File: src/rtl/baud_tick_generator_if.sv
// Strobe bus between the baud-rate generator and the UART transmitter/receiver.
// The controller side (master) drives enable, rate select and resync. The
// generator side (slave) returns the three one-cycle strobes.
interface baud_tick_generator_if;
  logic       enable;
  logic [2:0] baud_select;
  logic       resync;
  logic       sample_ENABLE;
  logic       bit_ENABLE;
  logic       mid_ENABLE;

  modport master (
    output enable, baud_select, resync,
    input  sample_ENABLE, bit_ENABLE, mid_ENABLE
  );

  modport slave (
    input  enable, baud_select, resync,
    output sample_ENABLE, bit_ENABLE, mid_ENABLE
  );
endinterface

File: src/rtl/baud_tick_generator.sv
// Baud-rate tick generator: oversampling, bit-rate and mid-bit strobes.
// The rate table (divisors, or phase increments) is built at elaboration from
// CLK_HZ and OVERSAMPLE, so no division happens at run time.
// Optional feature macro BAUD_FRAC_EN: when it is defined, the integer divider
// is replaced by an ACC_W-bit phase accumulator whose carry-out is the sample
// tick. When it is undefined, ACC_W is unused.
// Strobes are registered. Each one rises at the clock edge where the divider
// wraps, so the first sample strobe arrives D edges after the edge that
// cleared the phase.
module baud_tick_generator #(
  parameter int unsigned CLK_HZ     = 100_000_000,
  parameter int unsigned OVERSAMPLE = 16,
  parameter int unsigned DIV_W      = 16,
  parameter int unsigned ACC_W      = 24
) (
  input  logic                 clk,
  input  logic                 reset,
  baud_tick_generator_if.slave tick_if
);

  localparam int unsigned     SC_W    = $clog2(OVERSAMPLE);
  localparam logic [SC_W-1:0] SC_LAST = SC_W'(OVERSAMPLE - 32'd1);
  localparam logic [SC_W-1:0] SC_MID  = SC_W'(OVERSAMPLE / 32'd2 - 32'd1);

  function automatic longint unsigned baud_of(input int unsigned sel);
    case (sel)
      32'd0:   return 64'd300;
      32'd1:   return 64'd1200;
      32'd2:   return 64'd4800;
      32'd3:   return 64'd9600;
      32'd4:   return 64'd19200;
      32'd5:   return 64'd38400;
      32'd6:   return 64'd57600;
      default: return 64'd115200;
    endcase
  endfunction

  // Rounded integer divisor: round(CLK_HZ / (OVERSAMPLE * baud)).
  function automatic longint unsigned div_of(input int unsigned sel);
    longint unsigned den;
    den = 64'(OVERSAMPLE) * baud_of(sel);
    return (64'(CLK_HZ) + den / 64'd2) / den;
  endfunction

  function automatic logic [8*DIV_W-1:0] build_div_tbl();
    logic [8*DIV_W-1:0] tbl;
    longint unsigned    d;
    tbl = '0;
    for (int unsigned s = 32'd0; s < 32'd8; s++) begin
      d = div_of(s);
      tbl[s*DIV_W +: DIV_W] = d[DIV_W-1:0];
    end
    return tbl;
  endfunction

  localparam longint unsigned DIV_SLOWEST = div_of(32'd0);

  // Reject configurations the counters cannot represent.
  generate
    if ((DIV_SLOWEST >= (64'd1 << DIV_W)) || ((OVERSAMPLE % 32'd2) != 32'd0) ||
        (OVERSAMPLE < 32'd4) || (ACC_W == 32'd0)) begin : g_bad_cfg
      $error("baud_tick_generator: unsupported CLK_HZ/OVERSAMPLE/DIV_W/ACC_W");
    end
  endgenerate

`ifdef BAUD_FRAC_EN
  // Rounded phase increment: round(OVERSAMPLE * baud * 2^ACC_W / CLK_HZ).
  function automatic longint unsigned inc_of(input int unsigned sel);
    longint unsigned num;
    num = (64'(OVERSAMPLE) * baud_of(sel)) << ACC_W;
    return (num + 64'(CLK_HZ) / 64'd2) / 64'(CLK_HZ);
  endfunction

  function automatic logic [8*ACC_W-1:0] build_inc_tbl();
    logic [8*ACC_W-1:0] tbl;
    longint unsigned    d;
    tbl = '0;
    for (int unsigned s = 32'd0; s < 32'd8; s++) begin
      d = inc_of(s);
      tbl[s*ACC_W +: ACC_W] = d[ACC_W-1:0];
    end
    return tbl;
  endfunction

  localparam logic [8*ACC_W-1:0] INC_TBL = build_inc_tbl();
  logic [ACC_W-1:0] acc_q, acc_d, inc_s;
`else
  localparam logic [8*DIV_W-1:0] DIV_TBL = build_div_tbl();
  logic [DIV_W-1:0] div_q, div_d, div_last_s;
`endif

  logic [2:0]      sel_q;
  logic [SC_W-1:0] sc_q, sc_d;
  logic            sample_q, sample_d;
  logic            bit_q, bit_d;
  logic            mid_q, mid_d;
  logic            clear_s;
  logic            tick_s;

  // Phase divider: advance by one period step and flag the wrap (tick) cycle.
  always_comb begin
`ifdef BAUD_FRAC_EN
    inc_s           = INC_TBL[32'(sel_q) * ACC_W +: ACC_W];
    {tick_s, acc_d} = {1'b0, acc_q} + {1'b0, inc_s};
`else
    div_last_s = DIV_TBL[32'(sel_q) * DIV_W +: DIV_W] - DIV_W'(1);
    tick_s     = (div_q == div_last_s);
    if (tick_s) begin
      div_d = '0;
    end else begin
      div_d = div_q + DIV_W'(1);
    end
`endif
  end

  // Sample counter and strobe decode. Disable, a rate change or a resync clears
  // the phase and wins over any strobe that would have fired this cycle.
  always_comb begin
    sc_d     = sc_q;
    sample_d = 1'b0;
    bit_d    = 1'b0;
    mid_d    = 1'b0;
    clear_s  = !tick_if.enable || (tick_if.baud_select != sel_q) || tick_if.resync;
    if (clear_s) begin
      sc_d = '0;
    end else if (tick_s) begin
      sample_d = 1'b1;
      bit_d    = (sc_q == SC_LAST);
      mid_d    = (sc_q == SC_MID);
      if (sc_q == SC_LAST) begin
        sc_d = '0;
      end else begin
        sc_d = sc_q + SC_W'(1);
      end
    end else begin
      sc_d = sc_q;
    end
  end

  // State and strobe registers. Reset is immediate, even in the middle of a bit.
  always_ff @(posedge clk or negedge reset) begin
    if (!reset) begin
      sel_q    <= 3'd0;
      sc_q     <= '0;
      sample_q <= 1'b0;
      bit_q    <= 1'b0;
      mid_q    <= 1'b0;
`ifdef BAUD_FRAC_EN
      acc_q    <= '0;
`else
      div_q    <= '0;
`endif
    end else begin
      sel_q    <= tick_if.baud_select;
      sc_q     <= sc_d;
      sample_q <= sample_d;
      bit_q    <= bit_d;
      mid_q    <= mid_d;
`ifdef BAUD_FRAC_EN
      if (clear_s) begin
        acc_q <= '0;
      end else begin
        acc_q <= acc_d;
      end
`else
      if (clear_s) begin
        div_q <= '0;
      end else begin
        div_q <= div_d;
      end
`endif
    end
  end

  assign tick_if.sample_ENABLE = sample_q;
  assign tick_if.bit_ENABLE    = bit_q;
  assign tick_if.mid_ENABLE    = mid_q;

endmodule

File: src/flat_wrapper.sv
// flat-port wrapper written by rule: the top's interface ports become plain ports
module baud_tick_generator_flat 
#(
  parameter int unsigned CLK_HZ     = 100_000_000,
  parameter int unsigned OVERSAMPLE = 16,
  parameter int unsigned DIV_W      = 16,
  parameter int unsigned ACC_W      = 24
)
  (clk, reset, tick_if_enable, tick_if_baud_select, tick_if_resync, tick_if_sample_ENABLE, tick_if_bit_ENABLE, tick_if_mid_ENABLE);
  baud_tick_generator_if tick_if_i ();
  input  logic clk;
  input  logic reset;
  input wire logic [$bits(tick_if_i.enable)-1:0] tick_if_enable;
  input wire logic [$bits(tick_if_i.baud_select)-1:0] tick_if_baud_select;
  input wire logic [$bits(tick_if_i.resync)-1:0] tick_if_resync;
  output wire logic [$bits(tick_if_i.sample_ENABLE)-1:0] tick_if_sample_ENABLE;
  output wire logic [$bits(tick_if_i.bit_ENABLE)-1:0] tick_if_bit_ENABLE;
  output wire logic [$bits(tick_if_i.mid_ENABLE)-1:0] tick_if_mid_ENABLE;
  assign tick_if_i.enable = tick_if_enable;
  assign tick_if_i.baud_select = tick_if_baud_select;
  assign tick_if_i.resync = tick_if_resync;
  assign tick_if_sample_ENABLE = tick_if_i.sample_ENABLE;
  assign tick_if_bit_ENABLE = tick_if_i.bit_ENABLE;
  assign tick_if_mid_ENABLE = tick_if_i.mid_ENABLE;
  baud_tick_generator #(.CLK_HZ(CLK_HZ), .OVERSAMPLE(OVERSAMPLE), .DIV_W(DIV_W), .ACC_W(ACC_W)) u_core (.clk(clk), .reset(reset), .tick_if(tick_if_i));
endmodule
File: config.mk
export PLATFORM = sky130hd
export DESIGN_NAME = baud_tick_generator_flat
export DESIGN_NICKNAME = d
export VERILOG_FILES = /design/src/rtl/baud_tick_generator_if.sv /design/src/rtl/baud_tick_generator.sv /design/src/flat_wrapper.sv
export SDC_FILE = /design/constraint.sdc
export NUM_CORES = 1
export LEC_CHECK = 0
export ABC_CLOCK_PERIOD_IN_PS = 4300
export BUFFER_PORTS_ARGS = -buffer_cell sky130_fd_sc_hd__buf_2
export CORE_ASPECT_RATIO = 1.5
export CORE_MARGIN = 2
export CORE_UTILIZATION = 25
export DETAILED_ROUTE_END_ITERATION = 8
export MAX_ROUTING_LAYER = met4
export PLACE_DENSITY_LB_ADDON = 0.2
export REMOVE_ABC_BUFFERS = 1
export SLEW_MARGIN = 10
export SYNTH_ARGS = -nofsm -noshare
export SYNTH_HDL_FRONTEND = slang
export SYNTH_SLANG_ARGS = --single-unit
export TNS_END_PERCENT = 100
File: constraint.sdc
create_clock -name clk -period 4.3 [get_ports clk]
set_clock_uncertainty 0.1 [all_clocks]
set_input_delay 0.86 -clock clk [delete_from_list [all_inputs] [get_ports clk]]
set_output_delay 0.86 -clock clk [all_outputs]
set_load 0.02 [all_outputs]
==> flow_summary.html, run 1 <==
<table>
<tr><th>Metric</th><th>Value</th></tr>
<tr><th colspan="2">Outcome</th></tr>
<tr><td>Outcome</td><td>finished, final reports clean</td></tr>
<tr><th colspan="2">Final layout</th></tr>
<tr><td>Fillcell total</td><td>814</td></tr>
<tr><td>Area of the multi-input gates</td><td>1260 um^2</td></tr>
<tr><td>Footprint of the flip-flops and latches</td><td>651 um^2</td></tr>
<tr><td>Share of final-layout standard cells stronger than drive strength 1</td><td>0.137</td></tr>
<tr><td>Number of non-filler instances in the completed layout</td><td>328</td></tr>
<tr><td>Final-stage net count</td><td>244</td></tr>
<tr><td>Layout area overhead</td><td>12.7%</td></tr>
<tr><td>Post-route cell area</td><td>2240 um^2</td></tr>
<tr><td>ANT cells</td><td>0</td></tr>
<tr><th colspan="2">GRT</th></tr>
<tr><td>Number of antenna violations at the first check in global routing</td><td>0</td></tr>
<tr><td>Global router's overall resource usage</td><td>0.110</td></tr>
<tr><td>Congestion Overflow GR</td><td>0</td></tr>
<tr><td>Vias in the first global route</td><td>1596</td></tr>
<tr><td>Maximum number of pins on one net before global-route repair</td><td>29</td></tr>
<tr><td>Wire length of the first global-routing pass</td><td>7490 um</td></tr>
<tr><th colspan="2">STA</th></tr>
<tr><td>RSZ-0062 raised after global routing</td><td>false</td></tr>
<tr><td>Count of pins over their slew limit</td><td>0</td></tr>
<tr><td>Worst-case headroom to the max-slew limit</td><td>0.593</td></tr>
<tr><td>Final setup violation count</td><td>0</td></tr>
<tr><td>Tightest Pin Transition</td><td>610 ps</td></tr>
<tr><td>Share of the clock period used by the worst path</td><td>0.836</td></tr>
<tr><td>Total negative slack</td><td>0 ps</td></tr>
<tr><td>Post-route worst hold slack</td><td>429 ps</td></tr>
<tr><td>Fmax</td><td>278 MHz</td></tr>
<tr><td>Time the final worst path needs with I/O delays and setup</td><td>3590 ps</td></tr>
<tr><td>Count of final hold-check violations</td><td>0</td></tr>
<tr><th colspan="2">Pwr</th></tr>
<tr><td>Part of the total power dissipated in sequential elements</td><td>0.403</td></tr>
<tr><td>Internal cell power</td><td>469 uW</td></tr>
<tr><td>Leakage</td><td>0.000922 uW</td></tr>
<tr><td>Power density relative to cell area</td><td>275 nW/um^2</td></tr>
<tr><td>Switching fraction of total power</td><td>0.238</td></tr>
<tr><td>Portion of total power attributed to the clock network</td><td>0.453</td></tr>
<tr><td>Switching component of the power</td><td>147 uW</td></tr>
<tr><td>Share of power burned in combinational logic</td><td>0.144</td></tr>
<tr><td>Maximum vdd ir drop</td><td>141 uV</td></tr>
<tr><th colspan="2">Setup path</th></tr>
<tr><td>Worst-path fanout max</td><td>9</td></tr>
<tr><td>CP Launch Type</td><td>flip-flop</td></tr>
<tr><td>Count of buffering cells on the critical path with inverters included</td><td>1</td></tr>
<tr><td>Category of the most critical setup path</td><td>reg2reg</td></tr>
<tr><td>Worst path slowest cell</td><td>sky130_fd_sc_hd__or4_4</td></tr>
<tr><td>Reg-to-reg slack, setup</td><td>710 ps</td></tr>
<tr><td>Critical path cell sequence</td><td>inv_1, ha_1, xor2_1, ha_1, xnor2_1, or3_4, a221oi_2, o2111ai_1, or4_4, or4_1, a21oi_1</td></tr>
<tr><td>Endpoint of the worst-slack reg-to-reg timing path</td><td>u_core.sc_q[2]</td></tr>
<tr><td>Cell class contributing the biggest share of worst-path delay</td><td>simple AND/OR/NAND/NOR gates</td></tr>
<tr><td>Category of the worst setup path capture point</td><td>flip-flop</td></tr>
<tr><td>Data required time at the worst endpoint</td><td>4390 ps</td></tr>
<tr><td>CP most frequent cell</td><td>sky130_fd_sc_hd__ha_1</td></tr>
<tr><td>R2R Path Start</td><td>u_core.sel_q[0]</td></tr>
<tr><td>Biggest cell delay along the critical path</td><td>540 ps</td></tr>
<tr><td>Length in cells of the worst reg-to-reg path</td><td>11</td></tr>
<tr><td>Data arrival time of the critical path</td><td>3680 ps</td></tr>
<tr><th colspan="2">Detailed routing</th></tr>
<tr><td>Count of nets left with antenna violations after detail routing</td><td>0</td></tr>
<tr><td>DRC violations left</td><td>0</td></tr>
<tr><td>Avg WL per Cell</td><td>13.5 um</td></tr>
<tr><td>Aggregate routed wire length</td><td>4410 um</td></tr>
<tr><td>Via count</td><td>1559</td></tr>
<tr><td>Average via count per standard cell</td><td>4.75</td></tr>
<tr><td>Number of design-rule violations left by the first detailed-router iteration</td><td>59</td></tr>
<tr><td>TritonRoute pass-1 iters</td><td>4</td></tr>
<tr><th colspan="2">Synthesis</th></tr>
<tr><td>Most common cell in the netlist</td><td>sky130_fd_sc_hd__dfrtp_1</td></tr>
<tr><td>Top-area cell type share of the netlist area</td><td>0.327</td></tr>
<tr><td>Distinct cells, synth</td><td>55</td></tr>
<tr><td>Count of yosys warnings during synthesis</td><td>0</td></tr>
<tr><td>Number of cells produced by synthesis</td><td>217</td></tr>
<tr><td>Area of the mapped netlist</td><td>1990 um^2</td></tr>
<tr><td>Yosys reg bits</td><td>26</td></tr>
<tr><td>Largest family of logic cells by synthesized area</td><td>simple AND/OR/NAND/NOR gates</td></tr>
<tr><td>Part of the Yosys area used for sequential elements</td><td>0.327</td></tr>
<tr><td>Share of the synthesized area in compound gates (AO/OA/AOI/OAI)</td><td>0.121</td></tr>
<tr><td>Share of synthesized cell area in and, or, nand and nor gates</td><td>0.280</td></tr>
<tr><td>Largest area contributor in the netlist</td><td>sky130_fd_sc_hd__dfrtp_1</td></tr>
<tr><td>Most instantiated cells after synthesis</td><td>sky130_fd_sc_hd__dfrtp_1, sky130_fd_sc_hd__nor2_1, sky130_fd_sc_hd__xor2_1, sky130_fd_sc_hd__xnor2_1, sky130_fd_sc_hd__nand3_1</td></tr>
<tr><td>Proportion of synthesized area in mux cells</td><td>0.0202</td></tr>
<tr><td>Top area cells in the synthesized netlist</td><td>sky130_fd_sc_hd__dfrtp_1, sky130_fd_sc_hd__xor2_1, sky130_fd_sc_hd__ha_1</td></tr>
<tr><td>Top_reg_cell synth</td><td>sky130_fd_sc_hd__dfrtp_1</td></tr>
<tr><td>Async set-or-reset flop fraction in the synthesized netlist</td><td>1.00</td></tr>
<tr><td>Xor/xnor cell area share of the yosys netlist</td><td>0.149</td></tr>
<tr><td>Synthesized-area fraction occupied by adder cells</td><td>0.0630</td></tr>
<tr><td>Count of flip-flops with a built-in enable after synthesis</td><td>0</td></tr>
<tr><td>Average instance area after synthesis</td><td>9.16 um^2</td></tr>
<tr><th colspan="2">Clock tree</th></tr>
<tr><td>Clock slew at the register clock pins of the worst setup and hold paths</td><td>70 ps</td></tr>
<tr><td>CTS root buffer</td><td>sky130_fd_sc_hd__clkbuf_16</td></tr>
<tr><td>Clock Path Buffers</td><td>2</td></tr>
<tr><td>Resized cells post-CTS</td><td>0</td></tr>
<tr><td>Number of buffers created by CTS</td><td>3</td></tr>
<tr><td>Number of H-tree branching levels</td><td>1</td></tr>
<tr><td>Hold-fix buffer count after cts</td><td>0</td></tr>
<tr><td>Clk Latency, worst-skew pair</td><td>260 ps</td></tr>
<tr><td>Clk sinks</td><td>26</td></tr>
<tr><td>Clock tree from TritonCTS</td><td>yes</td></tr>
<tr><td>Setup Buffers After CTS</td><td>0</td></tr>
<tr><th colspan="2">Floorplan</th></tr>
<tr><td>Die Height</td><td>113 um</td></tr>
<tr><td># IOs</td><td>10</td></tr>
<tr><td>Die footprint</td><td>8690 um^2</td></tr>
<tr><td>Floorplan die width</td><td>76.8 um</td></tr>
<tr><td>Core Box Area</td><td>7660 um^2</td></tr>
<tr><td>Row count</td><td>39</td></tr>
<tr><td>Starting density of the core</td><td>0.259</td></tr>
<tr><th colspan="2">Placement</th></tr>
<tr><td>Weighted congestion reported at the end of routability-driven placement</td><td>0.807</td></tr>
<tr><td>Area post-placement</td><td>2130 um^2</td></tr>
<tr><td>Instance count after placement with tap cells included</td><td>324</td></tr>
<tr><td>Detail Placement HPWL</td><td>3350 um</td></tr>
<tr><td>Number of buffer cells added on primary ports</td><td>9</td></tr>
<tr><th colspan="2">Hold path</th></tr>
<tr><td>Hold Crit Depth</td><td>1</td></tr>
<tr><td>Startpoint of the worst hold path</td><td>u_core.sc_q[3]</td></tr>
<tr><td>Worst hold path class</td><td>reg2reg</td></tr>
<tr><td>Sink of the worst hold path</td><td>u_core.tick_if.mid_ENABLE</td></tr>
<tr><th colspan="2">Flow run</th></tr>
<tr><td>Max Cap Viol</td><td>0</td></tr>
</table>
[metal layers]
layer / share of wire / global-route usage / vias to the layer above
li1: - / - / 789
met1: 0.45 / 0.122 / 735
met2: 0.50 / 0.188 / 25
met3: 0.027 / 0.0215 / 10
met4: 0.029 / 0.0558 / 0
met5: 0 / - / -
[power by group through the flow]
stage               logic (uW)  clock network, uW  registers [uW]
global placement          91.1                  0             253
floorplan                 59.8                  0             257
global route               100                297             248
detailed placement        90.0                  0             253
CTS                       90.0                286             248
finish                    88.6                279             248
[registers in the layout, summed over array words and instances (netlist names)]
name / count
u_core.sel_q: 3
u_core.tick_if.sample_ENABLE: 1
u_core.sc_q: 4
u_core.div_q: 16
u_core.tick_if.bit_ENABLE: 1
u_core.tick_if.mid_ENABLE: 1
[logic make-up (layout without fill, tap and decap cells)]
| logic type | Yosys count | in the layout |
|---|---|---|
| and+or+nand+nor | 96 | 96 |
| AOI/OAI and AO/OA | 34 | 34 |
| xor gates and xnor gates | 33 | 33 |
| DFF | 26 | 26 |
| buffers and inverters | 14 | 23 |
| adders and majority gates | 10 | 10 |
| muxes | 4 | 4 |
[area by class of cell]
| cell class | instances | share of cell area |
|---|---|---|
| multi-input cells | 177 | 0.562 |
| clock inverters | 1 | 0.0134 |
| repair buffers | 13 | 0.0335 |
| well taps | 102 | 0.0570 |
| flip-flops and latches | 26 | 0.291 |
| inverters | 6 | 0.0101 |
| clock buffers | 3 | 0.0335 |
[how the worst max path moves through the flow]
stage                          startpoint        endpoint  slack (ps)  cells after the start
after floorplan           u_core.sel_q[0]  u_core.sc_q[2]         680                     11
after global placement    u_core.sel_q[0]  u_core.sc_q[2]         820                     11
after detailed placement  u_core.sel_q[1]  u_core.sc_q[2]         740                     11
after CTS                 u_core.sel_q[1]  u_core.sc_q[2]         710                     11
after global routing      u_core.sel_q[0]  u_core.sc_q[2]         530                     11
final                     u_core.sel_q[0]  u_core.sc_q[2]         710                     11
[worst register-to-register path, cell delays in order, from the launching register on]
cell	delay, ps
sky130_fd_sc_hd__dfrtp_1	350
sky130_fd_sc_hd__inv_1	90
sky130_fd_sc_hd__ha_1	420
sky130_fd_sc_hd__xor2_1	200
sky130_fd_sc_hd__ha_1	250
sky130_fd_sc_hd__xnor2_1	150
sky130_fd_sc_hd__or3_4	330
sky130_fd_sc_hd__a221oi_2	300
sky130_fd_sc_hd__o2111ai_1	230
sky130_fd_sc_hd__or4_4	540
sky130_fd_sc_hd__or4_1	410
sky130_fd_sc_hd__a21oi_1	150
[layout by cell type, fill, tap and decap left out, types with 2 or more instances in the layout]
| master | Yosys | routed |
|---|---|---|
| sky130_fd_sc_hd__a21oi_1 | 8 | 8 |
| sky130_fd_sc_hd__and2_1 | 3 | 3 |
| sky130_fd_sc_hd__and2_4 | 2 | 2 |
| sky130_fd_sc_hd__and3_1 | 5 | 5 |
| sky130_fd_sc_hd__buf_2 | 3 | 9 |
| sky130_fd_sc_hd__buf_4 | 2 | 4 |
| sky130_fd_sc_hd__clkbuf_16 | 0 | 3 |
| sky130_fd_sc_hd__dfrtp_1 | 26 | 26 |
| sky130_fd_sc_hd__ha_1 | 10 | 10 |
| sky130_fd_sc_hd__inv_1 | 6 | 6 |
| sky130_fd_sc_hd__mux2i_1 | 4 | 4 |
| sky130_fd_sc_hd__nand2_1 | 10 | 10 |
| sky130_fd_sc_hd__nand2b_1 | 4 | 4 |
| sky130_fd_sc_hd__nand3_1 | 11 | 11 |
| sky130_fd_sc_hd__nand4_1 | 3 | 3 |
| sky130_fd_sc_hd__nand4b_1 | 3 | 3 |
| sky130_fd_sc_hd__nor2_1 | 25 | 25 |
| sky130_fd_sc_hd__nor2b_1 | 2 | 2 |
| sky130_fd_sc_hd__nor3_1 | 4 | 4 |
| sky130_fd_sc_hd__nor3b_1 | 2 | 2 |
| sky130_fd_sc_hd__nor4_1 | 4 | 4 |
| sky130_fd_sc_hd__o21a_1 | 2 | 2 |
| sky130_fd_sc_hd__o21ai_0 | 9 | 9 |
| sky130_fd_sc_hd__o221ai_1 | 2 | 2 |
| sky130_fd_sc_hd__or3_1 | 2 | 2 |
| sky130_fd_sc_hd__or3_4 | 2 | 2 |
| sky130_fd_sc_hd__or3b_1 | 2 | 2 |
| sky130_fd_sc_hd__or4_1 | 2 | 2 |
| sky130_fd_sc_hd__xnor2_1 | 13 | 13 |
| sky130_fd_sc_hd__xor2_1 | 19 | 19 |
[through the flow]
step / util / total power, uW / setup WS, ps
after floorplan: - / 317 / 677
final: 0.292 / 616 / 707
after detailed placement: 0.278 / 343 / 743
after global placement: 0.278 / 344 / 817
after CTS: 0.292 / 624 / 712
after global routing: 0.292 / 645 / 530
No activity file was read; power rests on OpenSTA's default activity.
==> run 2, diff against run 1 <==
--- a/config.mk
+++ b/config.mk
@@ -5,7 +5,7 @@
 export SDC_FILE = /design/constraint.sdc
 export NUM_CORES = 1
 export LEC_CHECK = 0
-export ABC_CLOCK_PERIOD_IN_PS = 4300
+export ABC_CLOCK_PERIOD_IN_PS = 3200
 export BUFFER_PORTS_ARGS = -buffer_cell sky130_fd_sc_hd__buf_2
 export CORE_ASPECT_RATIO = 1.5
 export CORE_MARGIN = 2
==> constraint.sdc (replaced) <==
create_clock -name clk -period 3.2 [get_ports clk]
set_clock_uncertainty 0.1 [all_clocks]
set_input_delay 0.64 -clock clk [delete_from_list [all_inputs] [get_ports clk]]
set_output_delay 0.64 -clock clk [all_outputs]
set_load 0.02 [all_outputs]
==> run 2 against run 1 <==
The flow now finishes with violations (negative setup slack). Register-to-register slack worse by 750 ps. Total power is 42% higher. Routed wire length is 12% higher. Critical endpoint unchanged. First-iteration DRC count is 19% lower. Largest cell class unchanged. Final area is 14% higher. Maximum frequency is 11% higher. Via count is 5.0% higher. Global-route usage is 1.1 points higher.
==> flow_summary.html, run 2 (synthesized netlist as in run 1, its figures left out) <==
<table>
<tr><th>Metric</th><th>Value</th></tr>
<tr><th colspan="2">Outcome</th></tr>
<tr><td>Outcome</td><td>finished, violations left (was finished, final reports clean)</td></tr>
<tr><td>Violated checks</td><td>negative setup slack</td></tr>
<tr><th colspan="2">STA</th></tr>
<tr><td>Time the final worst path needs with I/O delays and setup</td><td>3240 ps (was 3590 ps)</td></tr>
<tr><td>Count of final hold-check violations</td><td>0 (unchanged)</td></tr>
<tr><td>Worst-case headroom to the max-slew limit</td><td>0.570 (was 0.593)</td></tr>
<tr><td>Share of the clock period used by the worst path</td><td>1.01 (was 0.836)</td></tr>
<tr><td>Fmax</td><td>309 MHz (was 278 MHz)</td></tr>
<tr><td>Final setup violation count</td><td>1 (was 0)</td></tr>
<tr><td>Final critical-path setup slack</td><td>-39.4 ps (was 707 ps)</td></tr>
<tr><td>Tightest Pin Transition</td><td>645 ps (was 610 ps)</td></tr>
<tr><td>Count of pins over their slew limit</td><td>0 (unchanged)</td></tr>
<tr><td>RSZ-0062 raised after global routing</td><td>true (was false)</td></tr>
<tr><th colspan="2">Final layout</th></tr>
<tr><td>Highest-count cells in the layout ignoring fill and taps</td><td>sky130_fd_sc_hd__dfrtp_1, sky130_fd_sc_hd__nor2_1, sky130_fd_sc_hd__buf_4, sky130_fd_sc_hd__xor2_1, sky130_fd_sc_hd__xnor2_1 (was sky130_fd_sc_hd__dfrtp_1, sky130_fd_sc_hd__nor2_1, sky130_fd_sc_hd__xor2_1, sky130_fd_sc_hd__xnor2_1, sky130_fd_sc_hd__nand3_1)</td></tr>
<tr><td>Most frequent standard cell in the layout excluding fill and tap cells</td><td>sky130_fd_sc_hd__dfrtp_1 (unchanged)</td></tr>
<tr><td>Share of final-layout standard cells stronger than drive strength 1</td><td>0.275 (was 0.137)</td></tr>
<tr><td>Post-route cell area</td><td>2550 um^2 (was 2240 um^2)</td></tr>
<tr><td>Number of non-filler instances in the completed layout</td><td>346 (was 328)</td></tr>
<tr><td>Largest registers ranked by flip-flop count</td><td>u_core.div_q x16, u_core.sc_q x4, u_core.sel_q x3 (unchanged)</td></tr>
<tr><td>Utilization after layout</td><td>0.332 (was 0.292)</td></tr>
<tr><td>Layout area overhead</td><td>28.1% (was 12.7%)</td></tr>
<tr><td>ANT cells</td><td>0 (unchanged)</td></tr>
<tr><td>Final-stage net count</td><td>262 (was 244)</td></tr>
<tr><td>Max FFs per register</td><td>16 (unchanged)</td></tr>
<tr><td>Register with the most flip-flops</td><td>u_core.div_q (unchanged)</td></tr>
<tr><td>Fillcell total</td><td>821 (was 814)</td></tr>
<tr><th colspan="2">Setup path</th></tr>
<tr><td>Cell class contributing the biggest share of worst-path delay</td><td>simple AND/OR/NAND/NOR gates (unchanged)</td></tr>
<tr><td>Category of the worst setup path capture point</td><td>flip-flop (unchanged)</td></tr>
<tr><td>Reg-to-reg slack, setup</td><td>-40 ps (was 710 ps)</td></tr>
<tr><td>Length in cells of the worst reg-to-reg path</td><td>10 (was 11)</td></tr>
<tr><td>Worst path slowest cell</td><td>sky130_fd_sc_hd__or4b_4 (was sky130_fd_sc_hd__or4_4)</td></tr>
<tr><td>Count of buffering cells on the critical path with inverters included</td><td>2 (was 1)</td></tr>
<tr><td>R2R Path Start</td><td>u_core.sel_q[1] (was u_core.sel_q[0])</td></tr>
<tr><td>Worst-path fanout max</td><td>7 (was 9)</td></tr>
<tr><td>Data arrival time of the critical path</td><td>3330 ps (was 3680 ps)</td></tr>
<tr><td>CP Launch Type</td><td>flip-flop (unchanged)</td></tr>
<tr><td>Critical path cell sequence</td><td>buf_4, buf_4, ha_1, or4b_4, and2_4, xnor2_2, o2111ai_2, or4_4, or4_4, a21oi_2 (was inv_1, ha_1, xor2_1, ha_1, xnor2_1, or3_4, a221oi_2, o2111ai_1, or4_4, or4_1, a21oi_1)</td></tr>
<tr><td>Endpoint of the worst-slack reg-to-reg timing path</td><td>u_core.sc_q[2] (unchanged)</td></tr>
<tr><td>Biggest cell delay along the critical path</td><td>540 ps (about the same)</td></tr>
<tr><td>Data required time at the worst endpoint</td><td>3290 ps (was 4390 ps)</td></tr>
<tr><td>Category of the most critical setup path</td><td>reg2reg (unchanged)</td></tr>
<tr><th colspan="2">Pwr</th></tr>
<tr><td>Internal cell power</td><td>655 uW (was 469 uW)</td></tr>
<tr><td>Switching component of the power</td><td>217 uW (was 147 uW)</td></tr>
<tr><td>Final Total Pwr</td><td>871 uW (was 616 uW)</td></tr>
<tr><td>Share of power burned in combinational logic</td><td>0.184 (was 0.144)</td></tr>
<tr><td>Leakage</td><td>0.00105 uW (was 0.000922 uW)</td></tr>
<tr><td>Power density relative to cell area</td><td>342 nW/um^2 (was 275 nW/um^2)</td></tr>
<tr><td>Part of the total power dissipated in sequential elements</td><td>0.383 (was 0.403)</td></tr>
<tr><td>Maximum vdd ir drop</td><td>177 uV (was 141 uV)</td></tr>
<tr><td>Switching fraction of total power</td><td>0.248 (was 0.238)</td></tr>
<tr><td>Portion of total power attributed to the clock network</td><td>0.433 (was 0.453)</td></tr>
<tr><th colspan="2">GRT</th></tr>
<tr><td>Congestion Overflow GR</td><td>0 (unchanged)</td></tr>
<tr><td>Number of antenna violations at the first check in global routing</td><td>0 (unchanged)</td></tr>
<tr><td>Wire length of the first global-routing pass</td><td>8180 um (was 7490 um)</td></tr>
<tr><td>Maximum number of pins on one net before global-route repair</td><td>27 (was 29)</td></tr>
<tr><td>Global router's overall resource usage</td><td>0.121 (was 0.110)</td></tr>
<tr><td>Vias in the first global route</td><td>1659 (was 1596)</td></tr>
<tr><th colspan="2">Detailed routing</th></tr>
<tr><td>Via count</td><td>1637 (was 1559)</td></tr>
<tr><td>TritonRoute pass-1 iters</td><td>4 (unchanged)</td></tr>
<tr><td>Number of design-rule violations left by the first detailed-router iteration</td><td>48 (was 59)</td></tr>
<tr><td>Count of nets left with antenna violations after detail routing</td><td>0 (unchanged)</td></tr>
<tr><td>DRC violations left</td><td>0 (unchanged)</td></tr>
<tr><td>Average via count per standard cell</td><td>4.73 (was 4.75)</td></tr>
<tr><td>Avg WL per Cell</td><td>14.3 um (was 13.5 um)</td></tr>
<tr><td>Aggregate routed wire length</td><td>4940 um (was 4410 um)</td></tr>
<tr><th colspan="2">Clock tree</th></tr>
<tr><td>Clock slew at the register clock pins of the worst setup and hold paths</td><td>70 ps (about the same)</td></tr>
<tr><td>Number of buffers created by CTS</td><td>3 (unchanged)</td></tr>
<tr><td>Number of H-tree branching levels</td><td>1 (unchanged)</td></tr>
<tr><td>Clk sinks</td><td>26 (unchanged)</td></tr>
<tr><td>Clock Path Buffers</td><td>2 (unchanged)</td></tr>
<tr><td>Hold-fix buffer count after cts</td><td>0 (unchanged)</td></tr>
<tr><td>CTS root buffer</td><td>sky130_fd_sc_hd__clkbuf_16 (unchanged)</td></tr>
<tr><td>Clk Latency, worst-skew pair</td><td>270 ps (was 260 ps)</td></tr>
<tr><td>Clock tree from TritonCTS</td><td>yes (unchanged)</td></tr>
<tr><th colspan="2">Floorplan</th></tr>
<tr><td># IOs</td><td>10 (unchanged)</td></tr>
<tr><td>Starting density of the core</td><td>0.259 (unchanged)</td></tr>
<tr><td>Die Height</td><td>113 um (unchanged)</td></tr>
<tr><td>Row count</td><td>39 (unchanged)</td></tr>
<tr><td>Die footprint</td><td>8690 um^2 (unchanged)</td></tr>
<tr><td>Core Box Area</td><td>7660 um^2 (unchanged)</td></tr>
<tr><td>Floorplan die width</td><td>76.8 um (unchanged)</td></tr>
<tr><th colspan="2">Placement</th></tr>
<tr><td>Weighted congestion reported at the end of routability-driven placement</td><td>0.734 (was 0.807)</td></tr>
<tr><td>Area post-placement</td><td>2270 um^2 (was 2130 um^2)</td></tr>
<tr><td>Placement-stage worst setup slack</td><td>-127 ps (was 743 ps)</td></tr>
<tr><td>Instance count after placement with tap cells included</td><td>341 (was 324)</td></tr>
<tr><td>Number of buffer cells added on primary ports</td><td>9 (unchanged)</td></tr>
<tr><td>Detail Placement HPWL</td><td>3580 um (was 3350 um)</td></tr>
<tr><th colspan="2">Hold path</th></tr>
<tr><td>Worst hold path class</td><td>in2async (was reg2reg)</td></tr>
<tr><th colspan="2">Flow run</th></tr>
<tr><td>Max Cap Viol</td><td>0 (unchanged)</td></tr>
</table>
-- run 2: per-layer routing --
metal,global-route usage,up-vias,part of all wire
met2,0.223,16,0.56
met5,-,-,0
li1,-,827,-
met3,0.0120,7,0.017
met4,0.0461,0,0.019
met1,0.134,787,0.40
-- run 2: cell type report --
cell class	count	area [um^2]	share of cell area
Inverter	6	22.5	0.00885
Multi-Input combinational cell	177	1400	0.550
Tap cell	102	128	0.0501
Clock inverter	1	30.0	0.0118
Timing Repair Buffer	31	240	0.0943
Clock buffer	3	75.1	0.0295
Sequential cell	26	651	0.256
-- run 2: worst max path at each step --
stage	start	end	slack, ps	cells after the start
2_1_floorplan	u_core.sel_q[0]	u_core.sc_q[2]	-420	11
3_3_place_gp	u_core.sel_q[1]	u_core.sc_q[2]	-120	11
3_5_place_dp	u_core.sel_q[0]	u_core.sc_q[2]	-130	12
4_1_cts	u_core.sel_q[0]	u_core.sc_q[2]	-110	12
5_1_grt	u_core.sel_q[1]	u_core.sc_q[2]	-200	13
6_report	u_core.sel_q[1]	u_core.sc_q[2]	-40	10
-- run 2: through the flow --
| stage | setup TNS, ps | hold WS (ps) |
|---|---|---|
| detailed placement | -948 | 416 |
| finish | -39.4 | 279 |
| global placement | -1060 | 415 |
| floorplan | -6550 | 244 |
| global route | -1630 | 354 |
| CTS | -111 | 327 |
-- run 2: power groups by stage --
| stage | Sequential (uW) | Combinational (uW) | Clock [uW] |
|---|---|---|---|
| after global placement | 340 | 139 | 0 |
| after detailed placement | 340 | 139 | 0 |
| after global routing | 334 | 177 | 397 |
| final | 334 | 160 | 377 |
| after CTS | 333 | 143 | 390 |
| after floorplan | 345 | 80.3 | 0 |
-- run 2: what timing repair did --
action | CTS | global route
cloned | 0 | 1
pin swaps | 4 | 7
resized for setup | 7 | 20
setup buffers | 0 | 0
endpoints found under the setup margin | 21 | 23
==> run 3, diff against run 2 <==
--- a/config.mk
+++ b/config.mk
@@ -14,6 +14,7 @@
 export MAX_ROUTING_LAYER = met4
 export PLACE_DENSITY_LB_ADDON = 0.2
 export REMOVE_ABC_BUFFERS = 1
+export SETUP_SLACK_MARGIN = 0.02
 export SLEW_MARGIN = 10
 export SYNTH_ARGS = -nofsm -noshare
 export SYNTH_HDL_FRONTEND = slang
==> run 3 against run 2 <==
Critical path depth up 1. Total power about the same. The flow still finishes with violations (negative setup slack). Routed wire length down 1.8%. Sequential power about the same. Highest routed layer unchanged. Hold slack worse by 5.6 ps. Sequential cell count unchanged. Clock power about the same. Largest cell class unchanged. Count of clock-buffer cells in the layout unchanged.
==> flow_summary.html, run 3 (synthesized netlist as in run 1, its figures left out) <==
<table>
<tr><th>Metric</th><th>Value</th></tr>
<tr><th colspan="2">Detailed routing</th></tr>
<tr><td>Avg WL per Cell</td><td>14.0 um (was 14.3 um)</td></tr>
<tr><td>DRC violations left</td><td>0 (unchanged)</td></tr>
<tr><td>Via count</td><td>1638 (was 1637)</td></tr>
<tr><td>Count of nets left with antenna violations after detail routing</td><td>0 (unchanged)</td></tr>
<tr><td>DRT met1 WL</td><td>2010 um (was 1990 um)</td></tr>
<tr><td>Met3 wire length</td><td>65 um (was 85 um)</td></tr>
<tr><td>Met2 wire length</td><td>2700 um (was 2770 um)</td></tr>
<tr><td>Top Metal Used</td><td>met4 (unchanged)</td></tr>
<tr><td>Average via count per standard cell</td><td>4.72 (was 4.73)</td></tr>
<tr><td>TritonRoute pass-1 iters</td><td>4 (unchanged)</td></tr>
<tr><td>Aggregate routed wire length</td><td>4850 um (was 4940 um)</td></tr>
<tr><td>Number of design-rule violations left by the first detailed-router iteration</td><td>41 (was 48)</td></tr>
<tr><th colspan="2">Outcome</th></tr>
<tr><td>Violated checks</td><td>negative setup slack (unchanged)</td></tr>
<tr><td>Outcome</td><td>finished, violations left (unchanged)</td></tr>
<tr><th colspan="2">Clock tree</th></tr>
<tr><td>CTS root buffer</td><td>sky130_fd_sc_hd__clkbuf_16 (unchanged)</td></tr>
<tr><td>Number of buffers created by CTS</td><td>3 (unchanged)</td></tr>
<tr><td>Number of H-tree branching levels</td><td>1 (unchanged)</td></tr>
<tr><td>Clock Path Buffers</td><td>2 (unchanged)</td></tr>
<tr><td>Clk Latency, worst-skew pair</td><td>270 ps (about the same)</td></tr>
<tr><td>Clock slew at the register clock pins of the worst setup and hold paths</td><td>70 ps (about the same)</td></tr>
<tr><td>Clock tree from TritonCTS</td><td>yes (unchanged)</td></tr>
<tr><td>Clk sinks</td><td>26 (unchanged)</td></tr>
<tr><th colspan="2">GRT</th></tr>
<tr><td>Vias in the first global route</td><td>1656 (was 1659)</td></tr>
<tr><td>Wire length of the first global-routing pass</td><td>8220 um (was 8180 um)</td></tr>
<tr><td>Congestion Overflow GR</td><td>0 (unchanged)</td></tr>
<tr><td>Global router's overall resource usage</td><td>0.122 (was 0.121)</td></tr>
<tr><td>Number of antenna violations at the first check in global routing</td><td>0 (unchanged)</td></tr>
<tr><td>Maximum number of pins on one net before global-route repair</td><td>27 (unchanged)</td></tr>
<tr><th colspan="2">Final layout</th></tr>
<tr><td>Utilization after layout</td><td>0.333 (was 0.332)</td></tr>
<tr><td>Final-stage net count</td><td>263 (was 262)</td></tr>
<tr><td>ANT cells</td><td>0 (unchanged)</td></tr>
<tr><td>Layout area overhead</td><td>28.2% (was 28.1%)</td></tr>
<tr><td>Highest-count cells in the layout ignoring fill and taps</td><td>sky130_fd_sc_hd__dfrtp_1, sky130_fd_sc_hd__nor2_1, sky130_fd_sc_hd__buf_4, sky130_fd_sc_hd__xor2_1, sky130_fd_sc_hd__xnor2_1 (unchanged)</td></tr>
<tr><td>Most frequent standard cell in the layout excluding fill and tap cells</td><td>sky130_fd_sc_hd__dfrtp_1 (unchanged)</td></tr>
<tr><td>Fillcell total</td><td>831 (was 821)</td></tr>
<tr><td>Register with the most flip-flops</td><td>u_core.div_q (unchanged)</td></tr>
<tr><td>Largest registers ranked by flip-flop count</td><td>u_core.div_q x16, u_core.sc_q x4, u_core.sel_q x3 (unchanged)</td></tr>
<tr><td>Share of final-layout standard cells stronger than drive strength 1</td><td>0.290 (was 0.275)</td></tr>
<tr><td>Max FFs per register</td><td>16 (unchanged)</td></tr>
<tr><th colspan="2">STA</th></tr>
<tr><td>Final setup violation count</td><td>1 (unchanged)</td></tr>
<tr><td>Tightest Pin Transition</td><td>630 ps (was 645 ps)</td></tr>
<tr><td>Total negative slack</td><td>-17.7 ps (was -39.4 ps)</td></tr>
<tr><td>Time the final worst path needs with I/O delays and setup</td><td>3220 ps (was 3240 ps)</td></tr>
<tr><td>Worst-case headroom to the max-slew limit</td><td>0.580 (was 0.570)</td></tr>
<tr><td>Fmax</td><td>311 MHz (was 309 MHz)</td></tr>
<tr><td>Share of the clock period used by the worst path</td><td>1.01 (about the same)</td></tr>
<tr><td>RSZ-0062 raised after global routing</td><td>true (unchanged)</td></tr>
<tr><td>Count of pins over their slew limit</td><td>0 (unchanged)</td></tr>
<tr><td>Post-route worst hold slack</td><td>273 ps (was 279 ps)</td></tr>
<tr><td>Count of final hold-check violations</td><td>0 (unchanged)</td></tr>
<tr><td>Final critical-path setup slack</td><td>-17.7 ps (was -39.4 ps)</td></tr>
<tr><th colspan="2">Placement</th></tr>
<tr><td>Detail Placement HPWL</td><td>3580 um (unchanged)</td></tr>
<tr><td>Number of buffer cells added on primary ports</td><td>9 (unchanged)</td></tr>
<tr><td>Weighted congestion reported at the end of routability-driven placement</td><td>0.734 (unchanged)</td></tr>
<tr><th colspan="2">Floorplan</th></tr>
<tr><td># IOs</td><td>10 (unchanged)</td></tr>
<tr><td>Die footprint</td><td>8690 um^2 (unchanged)</td></tr>
<tr><td>Core Box Area</td><td>7660 um^2 (unchanged)</td></tr>
<tr><td>Floorplan die width</td><td>76.8 um (unchanged)</td></tr>
<tr><td>Die Height</td><td>113 um (unchanged)</td></tr>
<tr><td>Starting density of the core</td><td>0.259 (unchanged)</td></tr>
<tr><td>Row count</td><td>39 (unchanged)</td></tr>
<tr><th colspan="2">Flow run</th></tr>
<tr><td>Max Cap Viol</td><td>0 (unchanged)</td></tr>
<tr><th colspan="2">Pwr</th></tr>
<tr><td>Maximum vdd ir drop</td><td>175 uV (was 177 uV)</td></tr>
<tr><td>Final Total Pwr</td><td>872 uW (was 871 uW)</td></tr>
<tr><td>Switching component of the power</td><td>217 uW (about the same)</td></tr>
<tr><td>Share of power burned in combinational logic</td><td>0.184 (about the same)</td></tr>
<tr><td>Leakage</td><td>0.00104 uW (was 0.00105 uW)</td></tr>
<tr><td>Switching fraction of total power</td><td>0.249 (was 0.248)</td></tr>
<tr><td>Power density relative to cell area</td><td>342 nW/um^2 (about the same)</td></tr>
<tr><td>Internal cell power</td><td>654 uW (was 655 uW)</td></tr>
<tr><td>Part of the total power dissipated in sequential elements</td><td>0.383 (about the same)</td></tr>
<tr><td>Portion of total power attributed to the clock network</td><td>0.433 (about the same)</td></tr>
<tr><th colspan="2">Setup path</th></tr>
<tr><td>Reg-to-reg slack, setup</td><td>-20 ps (was -40 ps)</td></tr>
<tr><td>Worst-path fanout max</td><td>3 (was 7)</td></tr>
<tr><td>CP Launch Type</td><td>flip-flop (unchanged)</td></tr>
<tr><td>R2R Path Start</td><td>u_core.sel_q[1] (unchanged)</td></tr>
<tr><td>Data arrival time of the critical path</td><td>3310 ps (was 3330 ps)</td></tr>
<tr><td>Data required time at the worst endpoint</td><td>3290 ps (about the same)</td></tr>
<tr><td>Endpoint of the worst-slack reg-to-reg timing path</td><td>u_core.sc_q[2] (unchanged)</td></tr>
<tr><td>Category of the most critical setup path</td><td>reg2reg (unchanged)</td></tr>
<tr><td>Length in cells of the worst reg-to-reg path</td><td>11 (was 10)</td></tr>
<tr><td>Category of the worst setup path capture point</td><td>flip-flop (unchanged)</td></tr>
<tr><th colspan="2">Hold path</th></tr>
<tr><td>Worst hold path class</td><td>in2async (unchanged)</td></tr>
</table>
[run 3: per-layer routing]
metal	vias up	track usage
li1	826	-
met1	797	0.135
met2	10	0.223
met3	5	0.0120
met4	0	0.0436
met5	-	-
[run 3: power by group through the flow]
stage	Combinational (uW)	Clock [uW]	Sequential [uW]
after detailed placement	139	0	340
after CTS	144	390	333
final	160	378	334
after global placement	139	0	340
after floorplan	80.3	0	345
after global routing	177	397	334
[run 3: final cells by class]
| cell class | count | area (um^2) | area share |
|---|---|---|---|
| clock inverter | 1 | 30.0 | 0.0118 |
| multi-input combinational | 177 | 1400 | 0.551 |
| clock buffer | 3 | 75.1 | 0.0295 |
| tap | 102 | 128 | 0.0501 |
| inverter | 6 | 22.5 | 0.00884 |
| timing repair buffer | 32 | 238 | 0.0933 |
| sequential | 26 | 651 | 0.255 |
[run 3: metrics by stage]
step	std cells	area (um^2)	setup WS, ps
6_report	347	2550	-17.7
5_1_grt	347	2550	-172
4_1_cts	347	2420	-111
3_5_place_dp	341	2270	-127
3_3_place_gp	341	2270	-117
2_1_floorplan	209	1930	-423
[run 3: worst max-delay path by stage]
stage / slack [ps] / from / depth (start not counted) / end
2_1_floorplan: -420 / u_core.sel_q[0] / 11 / u_core.sc_q[2]
3_3_place_gp: -120 / u_core.sel_q[1] / 11 / u_core.sc_q[2]
3_5_place_dp: -130 / u_core.sel_q[0] / 12 / u_core.sc_q[2]
4_1_cts: -110 / u_core.sel_q[0] / 12 / u_core.sc_q[2]
5_1_grt: -170 / u_core.sel_q[1] / 13 / u_core.sc_q[2]
6_report: -20 / u_core.sel_q[1] / 11 / u_core.sc_q[2]
[run 3: worst max-delay path, stage by stage, from the launching register on]
cell and delay (ps):
sky130_fd_sc_hd__dfrtp_1 400, sky130_fd_sc_hd__buf_4 160, sky130_fd_sc_hd__ha_4 150, sky130_fd_sc_hd__a21o_1 200, sky130_fd_sc_hd__ha_4 170, sky130_fd_sc_hd__xnor2_2 130, sky130_fd_sc_hd__or3_4 340, sky130_fd_sc_hd__a221oi_4 270
sky130_fd_sc_hd__o2111ai_2 160, sky130_fd_sc_hd__or4_4 510, sky130_fd_sc_hd__or4_4 420, sky130_fd_sc_hd__a21oi_2 120
[run 3: timing repair]
action | CTS | global route
setup buffers | 2 | 0
endpoints found under the setup margin | 21 | 23
resized for setup | 8 | 24
pin swaps | 5 | 8
hold buffers | 0 | 0
